File: src/rtl/register_file_pkg.sv
// Shared widths, depth and FSM state type for the register-file bus master.
package register_file_pkg;

    localparam int DEFAULT_WIDTH1 = 32;
    localparam int DEFAULT_WIDTH2 = 5;
    localparam int DEPTH          = 1 << DEFAULT_WIDTH2;

    typedef enum logic [1:0] {
        IDLE  = 2'd0,
        WRITE = 2'd1,
        READ  = 2'd2
    } state_t;

endpackage

File: src/rtl/register_file_master_rsp_slot.sv
// Single-entry read-response holding register with valid/ready handshake.
module register_file_master_rsp_slot #(
    parameter int WIDTH = 32
) (
    input  logic             clk,
    input  logic             reset,
    input  logic             load,
    input  logic [WIDTH-1:0] load_data,
    input  logic             ready,
    output logic             valid,
    output logic [WIDTH-1:0] data
);

    // NOTE: the data register is reset too, because the response port has a defined reset value.
    always_ff @(posedge clk) begin
        if (reset) begin
            valid <= 1'b0;
            data  <= '0;
        end else if (load) begin
            valid <= 1'b1;
            data  <= load_data;
        end else if (ready) begin
            valid <= 1'b0;
        end
    end

endmodule

File: src/rtl/register_file_master.sv
// Burst initiator for the sel/wr/addr/wdata/rdata register-file bus.
// Optional beat counters (wr_count/rd_count) when REGISTER_FILE_MASTER_STATS_EN is defined.
module register_file_master
    import register_file_pkg::*;
#(
    parameter int WIDTH1 = DEFAULT_WIDTH1,
    parameter int WIDTH2 = DEFAULT_WIDTH2
) (
    input  logic              clk,
    input  logic              reset,
    input  logic              cmd_valid,
    output logic              cmd_ready,
    input  logic              cmd_wr,
    input  logic [WIDTH2-1:0] cmd_addr,
    input  logic [WIDTH2-1:0] cmd_len,
    input  logic              wd_valid,
    output logic              wd_ready,
    input  logic [WIDTH1-1:0] wd_data,
    output logic              rsp_valid,
    input  logic              rsp_ready,
    output logic [WIDTH1-1:0] rsp_data,
    output logic              done,
    output logic              sel,
    output logic              wr,
    output logic [WIDTH2-1:0] addr,
    output logic [WIDTH1-1:0] wdata,
    input  logic [WIDTH1-1:0] rdata
`ifdef REGISTER_FILE_MASTER_STATS_EN
    ,
    output logic [15:0]       wr_count,
    output logic [15:0]       rd_count
`endif
);

    state_t            state;
    logic [WIDTH2-1:0] addr_q;
    logic [WIDTH2-1:0] remaining;
    logic              issue;

    assign issue = !rsp_valid || rsp_ready;
    assign addr  = addr_q;
    assign wdata = wd_data;

    // NOTE: every output gets a default before the case so no path leaves a latch behind.
    always_comb begin
        cmd_ready = 1'b0;
        wd_ready  = 1'b0;
        sel       = 1'b0;
        wr        = 1'b0;
        case (state)
            IDLE:  cmd_ready = !rsp_valid;
            WRITE: begin
                wd_ready = 1'b1;
                wr       = 1'b1;
                sel      = wd_valid;
            end
            READ:  sel = issue;
            default: ;
        endcase
    end

    // NOTE: all state uses non-blocking assignments so every register sees pre-edge values.
    always_ff @(posedge clk) begin
        if (reset) begin
            state     <= IDLE;
            addr_q    <= '0;
            remaining <= '0;
            done      <= 1'b0;
        end else begin
            done <= 1'b0;
            case (state)
                IDLE: begin
                    if (cmd_valid && cmd_ready) begin
                        addr_q    <= cmd_addr;
                        remaining <= cmd_len;
                        state     <= cmd_wr ? WRITE : READ;
                    end
                end
                WRITE, READ: begin
                    // sel marks a real bus beat in either direction
                    if (sel) begin
                        addr_q    <= addr_q + WIDTH2'(1);
                        remaining <= remaining - WIDTH2'(1);
                        if (remaining == '0) begin
                            state <= IDLE;
                            done  <= 1'b1;
                        end
                    end
                end
                default: state <= IDLE;
            endcase
        end
    end

    register_file_master_rsp_slot #(
        .WIDTH(WIDTH1)
    ) u_rsp_slot (
        .clk      (clk),
        .reset    (reset),
        .load     (sel && !wr),
        .load_data(rdata),
        .ready    (rsp_ready),
        .valid    (rsp_valid),
        .data     (rsp_data)
    );

`ifdef REGISTER_FILE_MASTER_STATS_EN
    always_ff @(posedge clk) begin
        if (reset) begin
            wr_count <= '0;
            rd_count <= '0;
        end else begin
            if (sel && wr && wr_count != 16'hFFFF)
                wr_count <= wr_count + 16'd1;
            if (sel && !wr && rd_count != 16'hFFFF)
                rd_count <= rd_count + 16'd1;
        end
    end
`endif

endmodule

File: config.mk
export PLATFORM = sky130hd
export DESIGN_NAME = register_file_master
export DESIGN_NICKNAME = d
export VERILOG_FILES = /design/src/rtl/register_file_pkg.sv /design/src/rtl/register_file_master_rsp_slot.sv /design/src/rtl/register_file_master.sv
export SDC_FILE = /design/constraint.sdc
export NUM_CORES = 1
export LEC_CHECK = 0
export CORE_MARGIN = 2
export CORE_UTILIZATION = 36
export CTS_BUF_LIST = sky130_fd_sc_hd__clkbuf_8
export CTS_CLUSTER_SIZE = 20
export DETAILED_ROUTE_END_ITERATION = 10
export PLACE_DENSITY_LB_ADDON = 0.12
export SKIP_CTS_REPAIR_TIMING = 1
export SYNTH_ARGS = -nofsm -noshare
export SYNTH_HDL_FRONTEND = slang
export SYNTH_SLANG_ARGS = --single-unit
File: constraint.sdc
create_clock -name clk -period 2.05 [get_ports clk]
set_clock_uncertainty 0.2 [all_clocks]
set_input_delay 0.41 -clock clk [delete_from_list [all_inputs] [get_ports clk]]
set_output_delay 0.41 -clock clk [all_outputs]
set_load 0.03 [all_outputs]
==> results of run 1 <==
[through the flow]
step	cell area, um^2	TNS (ns)	power (uW)
2_1_floorplan	2250	0	2340
3_3_place_gp	3050	-0.583	2790
3_5_place_dp	3050	-0.660	2800
4_1_cts	3140	-0.165	3400
5_1_grt	3170	-0.0536	3630
6_report	3170	0	3380
[worst min-delay path, delay by kind of cell, from the launching register on]
family           cells  cell delay [ns]
AO/OA/AOI/OAI        1             0.05
AND/OR/NAND/NOR      1             0.05
flip-flops           1             0.31
[final cells by class]
class	instances	area [um^2]	area share, %
Clock inverter	2	12.5	0.394
Tap cell	75	93.8	2.96
Multi-Input combinational cell	172	991	31.2
Sequential cell	46	923	29.1
Inverter	10	37.5	1.18
Timing Repair Buffer	103	1030	32.5
Clock buffer	6	82.6	2.60
[power groups by stage]
stage | combinational (uW) | sequential [uW] | clock, uW
floorplan | 1030 | 1300 | 0
global route | 1810 | 1160 | 654
finish | 1660 | 1140 | 583
global placement | 1630 | 1160 | 0
detailed placement | 1640 | 1160 | 0
CTS | 1650 | 1140 | 613
[kinds of logic (layout without fill, tap and decap cells)]
group / after synthesis / after routing
AO/OA/AOI/OAI: 64 / 64
adder cells (fa/ha/maj): 5 / 5
buffers and inverters: 59 / 121
flip-flops: 46 / 46
multiplexers: 5 / 5
AND/OR/NAND/NOR: 98 / 98
[sequential cells by signal (all words and copies together), names as in the netlist]
| name | flops |
|---|---|
| addr | 5 |
| state | 2 |
| u_rsp_slot.valid | 1 |
| remaining | 5 |
| u_rsp_slot.data | 32 |
| done | 1 |
[worst paths after layout]
kind,startpoint,to,slack [ns],depth (start not counted)
worst max-delay path,rsp_ready,sel,0.01,5
worst min-delay path,u_rsp_slot.data[24],u_rsp_slot.data[24],0.26,2
worst max register to register,state[0],remaining[4],0.20,6
worst min register to register,u_rsp_slot.data[24],u_rsp_slot.data[24],0.26,2
[placed cells by master, fill, tap and decap left out, drive strengths merged, types with 3 or more instances in the layout]
cell type,instances
buf,18
mux2i,5
dlymetal6s2s,4
a211oi,3
nor2,7
nand2,75
clkdlybuf4s50,81
o21ai,6
inv,10
nor2b,6
clkbuf,6
ha,5
a21oi,40
dfxtp,46
nand3b,3
[metal layers]
layer | part of all wire, % | up-vias | GRT usage, %
li1 | - | 1000 | -
met4 | 2.1 | 0 | 7.30
met1 | 44 | 895 | 19.4
met3 | 6.7 | 18 | 4.17
met5 | 0 | - | 0
met2 | 47 | 57 | 26.0
==> flow_summary.json, run 1 <==
{
  "synth.area.mux_share_pct": 2.22,
  "finalWeightedCongestion": 0.774,
  "placedCellCount": 406,
  "finalWorstSetupSlack_ns": 0.0119,
  "worst_slew_pin_slew_ns": 0.338,
  "cp_cell_sequence": "clkdlybuf4s50_1, nand2b_4, a22oi_4, nor2b_2, buf_4",
  "leakage_uw": 0.00118,
  "cts_tree": "done",
  "antenna_found_initial": 0,
  "crit_fanout": 4,
  "p_comb_share_pct": 49.1,
  "drt-initial-drc-count": 63,
  "synth_common_cells": "nand2_1 (75), dfxtp_1 (46), a21oi_1 (38)",
  "cts_max_level": 2,
  "utilization_pct": 52.9,
  "grt_max_degree": 33,
  "dominantRegCellSynth": "dfxtp_1",
  "place.detailed.hpwl_um": 3950,
  "num_vias": 1970,
  "synth_top_family_by_area": "compound AO/OA/AOI/OAI gates",
  "ys_async_sr_fraction_pct": 0,
  "slew_headroom_pct": 77.4,
  "yosysTopAreaCell": "dfxtp_1",
  "yosys-top-cells-area": "dfxtp_1 (41%), nand2_1 (13%), buf_4 (11%)",
  "required_ns": 1.44,
  "switchingPower_uw": 1300,
  "peakVddDrop_uv": 566,
  "cp_slowest_cell": "clkdlybuf4s50_1",
  "io_buffers": 90,
  "cts_buffers": 5,
  "p_per_area_nw_per_um2": 1070,
  "synth_edf_count": 0,
  "maxSlewViolCount": 0,
  "grt_pass1_wl_um": 9110,
  "hold_class": "register to register",
  "end_kind": "output pin",
  "cp-start-kind": "input port",
  "status": "finished, final reports clean",
  "maxCapViolCount": 0,
  "holdWs_ns": 0.255,
  "vias_per_cell": 4.76,
  "grt_pass1_vias": 1870,
  "route.detailed.wl_per_inst_um": 13.0,
  "netlist.area_leader.share_pct": 40.9,
  "final_nets": 423,
  "setup_viol": 0,
  "die_y_um": 83.1,
  "postRouteAntennaNets": 0,
  "internal-power_uw": 2080,
  "fill_cells": 569,
  "placementRows": 28,
  "dpl_worst_slack_ns": -0.116,
  "fin_crit_ns": 2.04,
  "drt-pass1-iter-count": 4,
  "start_util_pct": 37.6,
  "cp.arrival_ns": 1.43,
  "yosys.area_share.simple_pct": 18.9,
  "crit_buf_inv": 2,
  "path_delay_family": "buffers and inverters",
  "power_frac_seq_pct": 33.6,
  "routed_wl_um": 5370,
  "grtUsageTotal_pct": 15.9,
  "pin_count": 155,
  "syn2layout_area_growth_pct": 40.8,
  "power_frac_clock_pct": 17.2,
  "clk_pin_slew_worst_paths_ns": 0.08,
  "stdcell_count": 414,
  "drive_gt1_share_pct": 12.7,
  "clk_latency_ns": 0.30,
  "slowest_delay_ns": 0.39,
  "grt_overflow_total": 0,
  "netlist_instances": 277,
  "yosysWarnings": 0,
  "fmax_mhz": 491,
  "core_area_um2": 5990,
  "swShare_pct": 38.6,
  "yosys.cell_count.top_type": "nand2_1",
  "synth_compound_gate_area_share_pct": 19.2,
  "seq_area_frac_synth_pct": 40.9,
  "drcViolationCount": 0,
  "final_hold_viol_count": 0,
  "fp.dieW_um": 83.1,
  "dieArea_um2": 6900,
  "synth_cell_type_count": 38,
  "synthXorXnorAreaFrac_pct": 0,
  "cts_sinks": 46,
  "synth_fa_ha_area_share_pct": 2.78,
  "syn_area_um2": 2250,
  "root_buffer": "clkbuf_8",
  "ys_ff_latch": 46,
  "avgSynthCellArea_um2": 8.13,
  "finalCritPeriodShare_pct": 99.4,
  "rsz0062_at_grt": "true",
  "worstSetupPathType": "input port to output pin",
  "diodes": 0,
  "cts.path.max_buffers": 2,
  "syn_nets": 362
}
Note: power is estimated with default switching activity, not from simulation.
==> run 2, diff against run 1 <==
--- a/config.mk
+++ b/config.mk
@@ -5,12 +5,13 @@
 export SDC_FILE = /design/constraint.sdc
 export NUM_CORES = 1
 export LEC_CHECK = 0
+export CORE_ASPECT_RATIO = 1.5
 export CORE_MARGIN = 2
 export CORE_UTILIZATION = 36
 export CTS_BUF_LIST = sky130_fd_sc_hd__clkbuf_8
 export CTS_CLUSTER_SIZE = 20
 export DETAILED_ROUTE_END_ITERATION = 10
-export PLACE_DENSITY_LB_ADDON = 0.12
+export PLACE_DENSITY = 0.82
 export SKIP_CTS_REPAIR_TIMING = 1
 export SYNTH_ARGS = -nofsm -noshare
 export SYNTH_HDL_FRONTEND = slang
==> flow_summary.json, run 2 (synthesis results as in run 1) <==
{
  "p_per_area_nw_per_um2": 1090,
  "fill_cells": 593,
  "r2r_start": "state[1]",
  "cts_sinks": 46,
  "antenna_found_initial": 0,
  "grt_max_degree": 33,
  "power_frac_seq_pct": 32.9,
  "drive_gt1_share_pct": 10.4,
  "cts_buffers": 5,
  "cp-start-kind": "register",
  "power_frac_clock_pct": 19.3,
  "finalWeightedCongestion": 0.741,
  "cp_slowest_cell": "dfxtp_2",
  "cts_tree": "done",
  "largest_reg_flops": 32,
  "status": "finished, violations left",
  "placedCellCount": 402,
  "finalCritPeriodShare_pct": 105,
  "postRouteAntennaNets": 0,
  "cts_max_level": 2,
  "start_util_pct": 37.0,
  "crit_fanout": 4,
  "largest-register": "u_rsp_slot.data",
  "cp.arrival_ns": 1.55,
  "setup_viol": 1,
  "cp_cell_sequence": "inv_1, ha_2, buf_4, a22oi_4, nor2b_2, buf_4",
  "diodes": 0,
  "switchingPower_uw": 1300,
  "cp_common_cell": "buf_4",
  "internal-power_uw": 2150,
  "stdcell_count": 410,
  "final_nets": 420,
  "grtUsageTotal_pct": 15.4,
  "slowest_delay_ns": 0.35,
  "fp.dieW_um": 68.6,
  "fmax_mhz": 463,
  "reg2reg_depth": 7,
  "worstSetupPathType": "register to output pin",
  "p_comb_share_pct": 47.8,
  "drt-pass1-iter-count": 4,
  "layout_commonest_cell": "clkdlybuf4s50_1",
  "rsz0062_at_grt": "true",
  "dpl_worst_slack_ns": -0.113,
  "leakage_uw": 0.00119,
  "dieArea_um2": 6920,
  "slew_headroom_pct": 73.7,
  "root_buffer": "clkbuf_8",
  "clk_latency_ns": 0.29,
  "place.detailed.hpwl_um": 3920,
  "crit_buf_inv": 3,
  "maxCapViolCount": 0,
  "fin_crit_ns": 2.16,
  "final_hold_viol_count": 0,
  "placementRows": 35,
  "end_kind": "output pin",
  "clk_pin_slew_worst_paths_ns": 0.08,
  "violations": "setup timing",
  "p_total_uw": 3450,
  "timing.rr.end": "remaining[4]",
  "min_from": "u_rsp_slot.data[30]",
  "layout_common_cells": "clkdlybuf4s50_1 (82), nand2_1 (75), dfxtp_1 (45), a21oi_1 (38), inv_1 (11)",
  "finalWorstSetupSlack_ns": -0.112,
  "syn2layout_area_growth_pct": 40.9,
  "grt_pass1_vias": 1838,
  "die_y_um": 101,
  "swShare_pct": 37.6,
  "cts.path.max_buffers": 2,
  "worst_slew_pin_slew_ns": 0.394,
  "hold_class": "register to register",
  "pin_count": 155,
  "route.detailed.wl_per_inst_um": 12.8,
  "utilization_pct": 52.1,
  "whs_path_depth": 2,
  "maxSlewViolCount": 0,
  "grt_overflow_total": 0,
  "num_vias": 1987,
  "required_ns": 1.44,
  "routed_wl_um": 5240,
  "grt_pass1_wl_um": 8160,
  "drt-initial-drc-count": 48,
  "io_buffers": 90,
  "drcViolationCount": 0,
  "reg2reg_slack_ns": 0.16,
  "vias_per_cell": 4.85,
  "min_to": "u_rsp_slot.data[30]",
  "peakVddDrop_uv": 697,
  "core_area_um2": 6090,
  "path_delay_family": "buffers and inverters"
}
-- run 2: worst reg2reg max path, delay by kind of cell (launching register included) --
family          cells  cell delay [ns]
flops               1             0.34
fa+ha+maj           1             0.21
buf+inv             2             0.24
compound gates      4             0.79
-- run 2: per-stage QoR --
step / area [um^2] / setup TNS (ns) / hold WS [ns]
2_1_floorplan: 2250 / 0 / 0.248
3_3_place_gp: 3030 / -0.467 / 0.241
3_5_place_dp: 3030 / -0.626 / 0.247
4_1_cts: 3140 / -0.587 / 0.259
5_1_grt: 3170 / -0.184 / 0.275
6_report: 3170 / -0.112 / 0.255
-- run 2: layout make-up --
type / instances / area [um^2] / share of cell area [%]
clock buffer: 5 / 68.8 / 2.17
clock inverter: 3 / 41.3 / 1.30
inverter: 10 / 37.5 / 1.18
multi-input combinational: 172 / 996 / 31.4
sequential: 46 / 922 / 29.1
tap: 74 / 92.6 / 2.92
timing repair buffer: 100 / 1020 / 32.0
-- run 2: layer usage --
metal / wire (um) / vias to the layer above / GRT usage, %
li1: - / 993 / -
met1: 1990 / 909 / 15.9
met2: 2670 / 66 / 27.3
met3: 364 / 19 / 3.46
met4: 208 / 0 / 8.77
met5: 0 / - / 0
-- run 2: power groups by stage --
stage / Sequential [uW] / Combinational [uW] / Clock [uW]
final: 1140 / 1650 / 664
after global placement: 1150 / 1570 / 0
after CTS: 1130 / 1620 / 687
after detailed placement: 1150 / 1610 / 0
after floorplan: 1300 / 1030 / 0
after global routing: 1160 / 1780 / 727
-- run 2: worst max path at each step --
| stage | endpoint | cells past startpoint | slack (ns) | startpoint |
|---|---|---|---|---|
| after floorplan | sel | 5 | 0.04 | state[0] |
| after global placement | remaining[2] | 6 | -0.10 | rsp_ready |
| after detailed placement | remaining[4] | 6 | -0.11 | rsp_ready |
| after CTS | sel | 6 | -0.20 | state[1] |
| after global routing | sel | 6 | -0.18 | state[1] |
| final | sel | 6 | -0.11 | state[1] |
==> run 3, diff against run 2 <==
--- a/config.mk
+++ b/config.mk
@@ -12,6 +12,7 @@
 export CTS_CLUSTER_SIZE = 20
 export DETAILED_ROUTE_END_ITERATION = 10
 export PLACE_DENSITY = 0.82
+export RECOVER_POWER = 25
 export SKIP_CTS_REPAIR_TIMING = 1
 export SYNTH_ARGS = -nofsm -noshare
 export SYNTH_HDL_FRONTEND = slang
==> results of run 3 <==
Same layout as run 2: the final DEF is identical, and so are final timing and power.
